### src/rtl/count_seq_pkg.sv
`default_nettype none
// ============================================================================
//  Module      : count_seq_pkg
//  Description : Shared state encoding and direction constants for the
//                count_seq_ctrl sequencer and its counter core.
//  Revision    : 1.0  initial release
// ============================================================================
package count_seq_pkg;

    // Sequencer states
    typedef enum logic [1:0] {
        IDLE  = 2'd0,
        RUN   = 2'd1,
        PAUSE = 2'd2,
        DONE  = 2'd3
    } state_t;

    // Counting direction encoding
    localparam logic DIR_UP   = 1'b0;
    localparam logic DIR_DOWN = 1'b1;

endpackage
`default_nettype wire

### src/rtl/count_seq_core.sv
`default_nettype none
// ============================================================================
//  Module      : count_seq_core
//  Description : WIDTH-bit up/down counter register with load/hold/step
//                controls and an equality comparator against the limit.
//  Revision    : 1.0  initial release
// ============================================================================
module count_seq_core
    import count_seq_pkg::*;
#(
    parameter int WIDTH = 4
) (
    input  logic             clk,
    input  logic             rst_n,
    input  logic             load,
    input  logic [WIDTH-1:0] load_val,
    input  logic             step,
    input  logic             dir,
    input  logic [WIDTH-1:0] limit,
    output logic [WIDTH-1:0] count,
    output logic             at_limit
);

    localparam logic [WIDTH-1:0] C_ONE = WIDTH'(1);

    logic [WIDTH-1:0] r_count;

    // Counter register: load has priority over step; otherwise hold
    always_ff @(posedge clk or negedge rst_n) begin
        if (!rst_n) begin
            r_count <= '0;
        end else if (load) begin
            r_count <= load_val;
        end else if (step) begin
            // Natural modulo-2^WIDTH wrap in both directions
            r_count <= (dir == DIR_DOWN) ? (r_count - C_ONE) : (r_count + C_ONE);
        end
    end

    assign count    = r_count;
    assign at_limit = (r_count == limit);

endmodule
`default_nettype wire

### src/rtl/count_seq_ctrl.sv
`default_nettype none
// ============================================================================
//  Module      : count_seq_ctrl
//  Description : Start/stop/pause sequencer over a WIDTH-bit up/down counter.
//                Loads a start value, counts to a latched limit, flags
//                terminal count, then pulses done or auto-reloads.
//                Optional macro COUNT_SEQ_PRESCALE_EN adds a 4-bit prescaler
//                (port presc) that gates each RUN step/terminal action.
//  Revision    : 1.0  initial release
// ============================================================================
module count_seq_ctrl
    import count_seq_pkg::*;
#(
    parameter int WIDTH = 4
) (
    input  logic             clk,
    input  logic             rst_n,
    input  logic             start,
    input  logic             stop,
    input  logic             pause,
    input  logic             dir,
    input  logic             auto_reload,
`ifdef COUNT_SEQ_PRESCALE_EN
    input  logic [3:0]       presc,
`endif
    input  logic [WIDTH-1:0] load_val,
    input  logic [WIDTH-1:0] limit,
    output logic [WIDTH-1:0] count,
    output logic             busy,
    output logic             paused,
    output logic             tc,
    output logic             done
);

    state_t           r_state;
    logic [WIDTH-1:0] r_load;
    logic [WIDTH-1:0] r_limit;
    logic             r_dir;
    logic             r_reload;
    logic             r_busy;
    logic             r_paused;
    logic             r_done;

    logic             w_tick;
    logic             w_at_limit;
    logic             w_run_act;
    logic             w_core_load;
    logic             w_core_step;
    logic [WIDTH-1:0] w_core_val;

`ifdef COUNT_SEQ_PRESCALE_EN
    logic [3:0] r_presc;
    logic [3:0] r_pcnt;

    // Prescale config latch, captured alongside the rest of the config
    always_ff @(posedge clk or negedge rst_n) begin
        if (!rst_n) begin
            r_presc <= 4'd0;
        end else if (r_state == IDLE && start && !stop) begin
            r_presc <= presc;
        end
    end

    // Prescale counter: only advances in an active RUN cycle, clears on tick
    always_ff @(posedge clk or negedge rst_n) begin
        if (!rst_n) begin
            r_pcnt <= 4'd0;
        end else if (r_state != RUN || stop || pause || w_tick) begin
            r_pcnt <= 4'd0;
        end else begin
            r_pcnt <= r_pcnt + 4'd1;
        end
    end

    assign w_tick = (r_pcnt == r_presc);
`else
    assign w_tick = 1'b1;
`endif

    // A RUN cycle that is allowed to step or take the terminal action
    assign w_run_act   = (r_state == RUN) && !stop && !pause && w_tick;
    assign w_core_load = (r_state == IDLE && start && !stop)
                       || (w_run_act && w_at_limit && r_reload);
    // In IDLE the fresh input is loaded; reloads use the latched copy
    assign w_core_val  = (r_state == IDLE) ? load_val : r_load;
    assign w_core_step = w_run_act && !w_at_limit;

    count_seq_core #(
        .WIDTH (WIDTH)
    ) u_core (
        .clk      (clk),
        .rst_n    (rst_n),
        .load     (w_core_load),
        .load_val (w_core_val),
        .step     (w_core_step),
        .dir      (r_dir),
        .limit    (r_limit),
        .count    (count),
        .at_limit (w_at_limit)
    );

    // Sequencer FSM with config latches and registered status outputs
    always_ff @(posedge clk or negedge rst_n) begin
        if (!rst_n) begin
            r_state  <= IDLE;
            r_load   <= '0;
            r_limit  <= '0;
            r_dir    <= 1'b0;
            r_reload <= 1'b0;
            r_busy   <= 1'b0;
            r_paused <= 1'b0;
            r_done   <= 1'b0;
        end else begin
            case (r_state)
                IDLE: begin
                    r_done <= 1'b0;
                    if (start && !stop) begin
                        r_load   <= load_val;
                        r_limit  <= limit;
                        r_dir    <= dir;
                        r_reload <= auto_reload;
                        r_busy   <= 1'b1;
                        r_state  <= RUN;
                    end
                end
                RUN: begin
                    if (stop) begin
                        r_busy  <= 1'b0;
                        r_state <= IDLE;
                    end else if (pause) begin
                        r_paused <= 1'b1;
                        r_state  <= PAUSE;
                    end else if (w_tick && w_at_limit && !r_reload) begin
                        r_busy  <= 1'b0;
                        r_done  <= 1'b1;
                        r_state <= DONE;
                    end
                end
                PAUSE: begin
                    if (stop) begin
                        r_busy   <= 1'b0;
                        r_paused <= 1'b0;
                        r_state  <= IDLE;
                    end else if (!pause) begin
                        r_paused <= 1'b0;
                        r_state  <= RUN;
                    end
                end
                DONE: begin
                    r_done  <= 1'b0;
                    r_state <= IDLE;
                end
                default: begin
                    r_busy   <= 1'b0;
                    r_paused <= 1'b0;
                    r_done   <= 1'b0;
                    r_state  <= IDLE;
                end
            endcase
        end
    end

    assign busy   = r_busy;
    assign paused = r_paused;
    assign done   = r_done;
    assign tc     = (r_state == RUN) && w_at_limit && w_tick;

endmodule
`default_nettype wire
### config.mk
export PLATFORM = sky130hd
export DESIGN_NAME = count_seq_ctrl
export DESIGN_NICKNAME = d
export VERILOG_FILES = /design/src/rtl/count_seq_pkg.sv /design/src/rtl/count_seq_core.sv /design/src/rtl/count_seq_ctrl.sv
export SDC_FILE = /design/constraint.sdc
export NUM_CORES = 1
export LEC_CHECK = 0
export BUFFER_PORTS_ARGS = -buffer_cell sky130_fd_sc_hd__buf_2
export CORE_MARGIN = 1
export CORE_UTILIZATION = 30
export DETAILED_ROUTE_END_ITERATION = 12
export HOLD_SLACK_MARGIN = 0.03
export PLACE_DENSITY = 0.53
export SKIP_CTS_REPAIR_TIMING = 1
export SLEW_MARGIN = 20
export SYNTH_ARGS = -nofsm -noshare
export SYNTH_HDL_FRONTEND = slang
export SYNTH_HIERARCHICAL = 1
export SYNTH_SLANG_ARGS = --single-unit
export TNS_END_PERCENT = 5
### constraint.sdc
create_clock -name clk -period 2.8 [get_ports clk]
set_clock_uncertainty 0.15 [all_clocks]
set_input_delay 0.14 -clock clk [delete_from_list [all_inputs] [get_ports clk]]
set_output_delay 0.14 -clock clk [all_outputs]
set_load 0.02 [all_outputs]
After elaboration in Yosys (flattened, before gate mapping)
Index checks and enable logic that the tools add are counted.

operators by class
  add/subtract/negate cells = 2
  equal/unequal tests = 14
  muxes and demuxes = 26
  reductions and logical operators = 26

operators with widths
  operator                                                                  count
  4-bit two-way mux                                                         4
  1-bit two-way mux                                                         12
  2-bit two-way mux                                                         6
  1-bit logical AND                                                         10
  2-bit inequality test (second input constant)                             4
  2-bit case mux with 4 select lines                                        1
  4-bit AND reduction                                                       2
  3-bit inequality test (second input constant)                             2
  2-bit nonzero test                                                        3
  5-bit AND reduction                                                       1
  4-bit by 1-bit adder with 4-bit output (second input constant)            1
  2-bit equality test (second input constant)                               2
  4-bit equality test                                                       1
  1-bit zero test                                                           4
  2-bit by 1-bit inequality test with 1-bit output (second input constant)  2
  4-bit by 3-bit inequality test with 1-bit output (second input constant)  1
  1-bit case mux with 2 select lines                                        2
  4-bit by 1-bit subtractor with 4-bit output (second input constant)       1
  3-bit by 2-bit inequality test with 1-bit output (second input constant)  1
  1-bit case mux with 3 select lines                                        1
  3-bit AND reduction                                                       1
  3-bit nonzero test                                                        1
  2-bit by 1-bit equality test with 1-bit output (second input constant)    1
  2-bit zero test                                                           1
  3 further kinds                                                           3

storage, ports and cells
  flip-flop bits (word level) = 19
  input port bits = 15
  logic and storage cells = 77

Depth between registers and ports, before layout
  word-level depth = 7
  mapped depth = 11

By module
The synthesis kept the hierarchy.

modules (own cells, without submodules)
  module          instances  cells an instance  area each (um^2)  seq. area each (um^2)
  count_seq_ctrl  1          69                 855.8             375.4
  count_seq_core  1          39                 370.4             100.1

Worst setup path before layout
Ideal clock, no wire load.

  path kind = register to register
  start = reg r_state[0]
  end = reg u_core.r_count[3] (netlist: u_core/count[3])
  data arrival time = 2143 ps
  setup slack = 438 ps
  cell stages (with the launch flop) = 12
  period minus slack after synthesis = 2362 ps
  cells stage by stage = dfrtp_1 inv_1 ha_1 buf_4 inv_1 or2_1 buf_6 o21ai_0 buf_6 or3b_1 a221o_1 nand3_1

between the ends
  longest elaborated chain between the ends = 7

ends and longest elaborated chain
  item                                                            line                   text
  start: declaration                                              count_seq_ctrl.sv:35   state_t r_state;
  start signal: assignment                                        count_seq_ctrl.sv:105  r_state <= IDLE;
  start signal: assignment                                        count_seq_ctrl.sv:123  r_state <= RUN;
  start signal: assignment                                        count_seq_ctrl.sv:129  r_state <= IDLE;
  2-bit by 1-bit equality test with 1-bit output                  count_seq_ctrl.sv:81   assign w_run_act = (r_state == RUN) && !stop && !pause && w_tick;
  1-bit logical AND (2 in series)                                 count_seq_ctrl.sv:81
  1-bit logical AND (2 in series)                                 count_seq_ctrl.sv:83   || (w_run_act && w_at_limit && r_reload);
  1-bit logical OR (*)                                            count_seq_ctrl.sv:83
  named net w_core_load                                           count_seq_ctrl.sv:47   logic w_core_load;
  4-bit two-way mux / 2-bit nonzero test (equally long branches)  --
  end signal: assignment                                          count_seq_core.sv:33   r_count <= load_val;
  end signal: assignment                                          count_seq_core.sv:36   r_count <= (dir == DIR_DOWN) ? (r_count - C_ONE) : (r_count + C_ONE);
  end: declaration                                                count_seq_core.sv:26   logic [WIDTH-1:0] r_count;

Mark *: on every way through the listed nets, which the timed path passes. The rest lies on a longest branch.
A chain may end at the register's enable or synchronous reset.

Final worst setup path
  start = reg u_core.r_count[0] (netlist: u_core/count[0])
  end = reg r_state[1]

between the ends
  longest elaborated chain between the ends = 4

ends and longest elaborated chain
  item                                                               line                   text
  4-bit equality test                                                count_seq_core.sv:41   assign at_limit = (r_count == limit);
  named net w_at_limit                                               count_seq_ctrl.sv:45   logic w_at_limit;
  1-bit logical AND                                                  count_seq_ctrl.sv:133  end else if (w_tick && w_at_limit && !r_reload) begin
  4-bit by 3-bit inequality test with 1-bit output (no source line)  --
  3-bit AND reduction (no source line)                               --
  end signal: assignment                                             count_seq_ctrl.sv:132  r_state <= PAUSE;
  end signal: assignment                                             count_seq_ctrl.sv:136  r_state <= DONE;
  end signal: assignment                                             count_seq_ctrl.sv:143  r_state <= IDLE;

The timed path passes the listed nets, and every way through them passes these cells.

==> metrics.cfg <==
[run_status]
status=finished, final reports clean

[yosys]
synthCells=108
synth_cell_type_count=41
synth_area_leaders=dfrtp_1, mux2_4, ha_1
synth.top_cell.area_share=0.388
synth_seq_cells=19
async_flop_share=1.00
synth_edf_count=0
syn_area_um2=1230
yosysSeqAreaShare=0.388
syn_area_per_cell_um2=11.4
synth_flop_cell=dfrtp_1
ys_warn_count=6
synth_area_leader_cell=dfrtp_1
synth_nets=131

[route]
first_iter_violations=39
routed_wl_mm=2.70
drtPass1Iterations=4
ant_nets=0
via_per_inst=4.80
wl_per_cell_um=14.0
vias=927
drc_errors=0

[critical_path]
startpoint=u_core/count[0]
criticalPathCategory=flip-flop to flip-flop
path_cells=xor2_1, nor4_1, nand2b_1, a222oi_1, nor2_1, a31o_1
critPathMaxFanout=6
worst_ep_required_time_ns=2.81
end_kind=flip-flop
cp_slowest_cell=nor4_1
cpPeakStageDelay_ns=0.54
reg2reg_from=u_core/count[0]
worstPathArrival_ns=2.43
startpoint_type=flip-flop

[final_layout]
n_antenna_cell=0
drive_above_1_share=0.317
stdcell_area_um2=1550
area.sequential_um2=475
layout_commonest_cell=buf_2
final_cell_mix=buf_2, dfrtp_1, dlygate4sd3_1
nets=169
syn_to_final_growth_pct=26.4
multi_input_area_um2=682
fillers=381

[sta]
max_slew_margin=0.609
fin_crit_sh=0.866
hold_slack_ns=0.0275
worst_slew_pin_slew_ns=0.582
setup-tns-final_ns=0
final_hold_viol_count=0
drv_slew=0
period_needed_ns=2.42
rsz0062_at_grt=false
setup_viol=0
max_freq_mhz=413

[global_routing]
grt_pass1_vias=923
grt_max_degree=20
grt-ovfl-total=0
grt_usage=0.143
grt_pass1_wl_mm=4.61
antenna_found_initial=0

[clock_tree]
cts_max_path_buffers=2
insertion_delay_ns=0.26
path_clk_slew_ns=0.08
cts.sinks=19
cts_tree=built
clockRootBuffer=clkbuf_8
cts_htree_levels=1
cts_buffers=3

[placement]
dpl.hpwl_mm=1.94
io_buffers=22
globalplace.congestion=0.829
placed_cell_area_um2=1390

[die]
ios=23
fp-row-count=22
core_um2=3800
die_h_um=65.9
die_w_um=65.9
dieArea_um2=4350
start_util=0.323

[min_path]
hold_start=pause
hold_class=input port to flip-flop

[pwr]
peakVddDrop_mv=0.333
power_leakage_nw=0.720
powerDensity_nw_per_um2=1070

[job]
max-cap-violations=0

[sequential cells by signal, indices dropped and copies added, names as in the netlist]
name and flops:
r_limit 4, r_load 4, r_reload 1, r_dir 1, u_core/count 4, r_state 2
done 1, paused 1, busy 1
[worst paths after layout]
path / endpoint / slack, ns / cells past startpoint
max: r_state[1] / 0.38 / 6
min: paused / 0.03 / 2
min in group asynchronous: busy / 0.20 / 2
max in group asynchronous: r_limit[2] / 1.98 / 2
min reg2reg: busy / 0.36 / 1
max reg2reg: r_state[1] / 0.38 / 6
[through the flow]
| stage | utilization | worst slack, ns | power, mW | cells |
|---|---|---|---|---|
| 2_1_floorplan | - | 0.438 | 1.23 | 108 |
| 3_3_place_gp | 0.366 | 0.492 | 1.42 | 178 |
| 3_5_place_dp | 0.366 | 0.362 | 1.45 | 178 |
| 4_1_cts | 0.379 | 0.351 | 1.66 | 182 |
| 5_1_grt | 0.408 | 0.102 | 1.81 | 193 |
| 6_report | 0.408 | 0.376 | 1.66 | 193 |
[final cells by class]
cell class	count	area share
Multi-Input combinational cell	76	0.440
Sequential cell	19	0.307
Timing Repair Buffer	37	0.161
Tap cell	48	0.0387
Clock buffer	3	0.0266
Inverter	9	0.0218
Clock inverter	1	0.00484
[kinds of logic (layout without fill, tap and decap cells)]
logic type	after synthesis	after routing	share of synthesized area
buf+inv	13	50	0.0561
compound gates	21	21	0.123
fa+ha+maj	8	8	0.0878
mux	17	17	0.183
xor+xnor	6	6	0.0429
simple gates	24	24	0.119
flops	19	19	0.388
[cells in the mapped netlist (2+ instances only)]
cell	n
a22o_1	2
mux2_4	9
ha_1	7
inv_1	9
nor2b_1	2
buf_6	2
mux2_2	5
dfrtp_1	19
a21oi_1	3
xor2_1	4
o21ai_0	5
nand2b_1	2
nor2_1	4
mux2_1	2
nand3_1	2
nand2_1	5
xnor2_1	2
[power by group]
| part | switching (mW) | total, mW | internal, mW |
|---|---|---|---|
| Clock | 0.0984 | 0.199 | 0.100 |
| Combinational | 0.441 | 0.922 | 0.481 |
| Sequential | 0.130 | 0.538 | 0.408 |
[per-layer routing]
layer | vias up | GRT usage | part of all wire | wire length [µm]
li1 | 457 | - | - | -
met1 | 444 | 0.190 | 0.48 | 1290
met2 | 24 | 0.228 | 0.47 | 1270
met3 | 2 | 0.0466 | 0.047 | 127
met4 | 0 | 0.0239 | 0.0044 | 12
met5 | - | 0 | 0 | 0
[worst max-delay path: cells and delay by family (launching register included)]
family | cells | cell delay (ns)
flops | 1 | 0.46
compound gates | 2 | 0.69
simple gates | 3 | 0.84
xor+xnor | 1 | 0.19
Note: power is estimated with default switching activity, not from simulation.
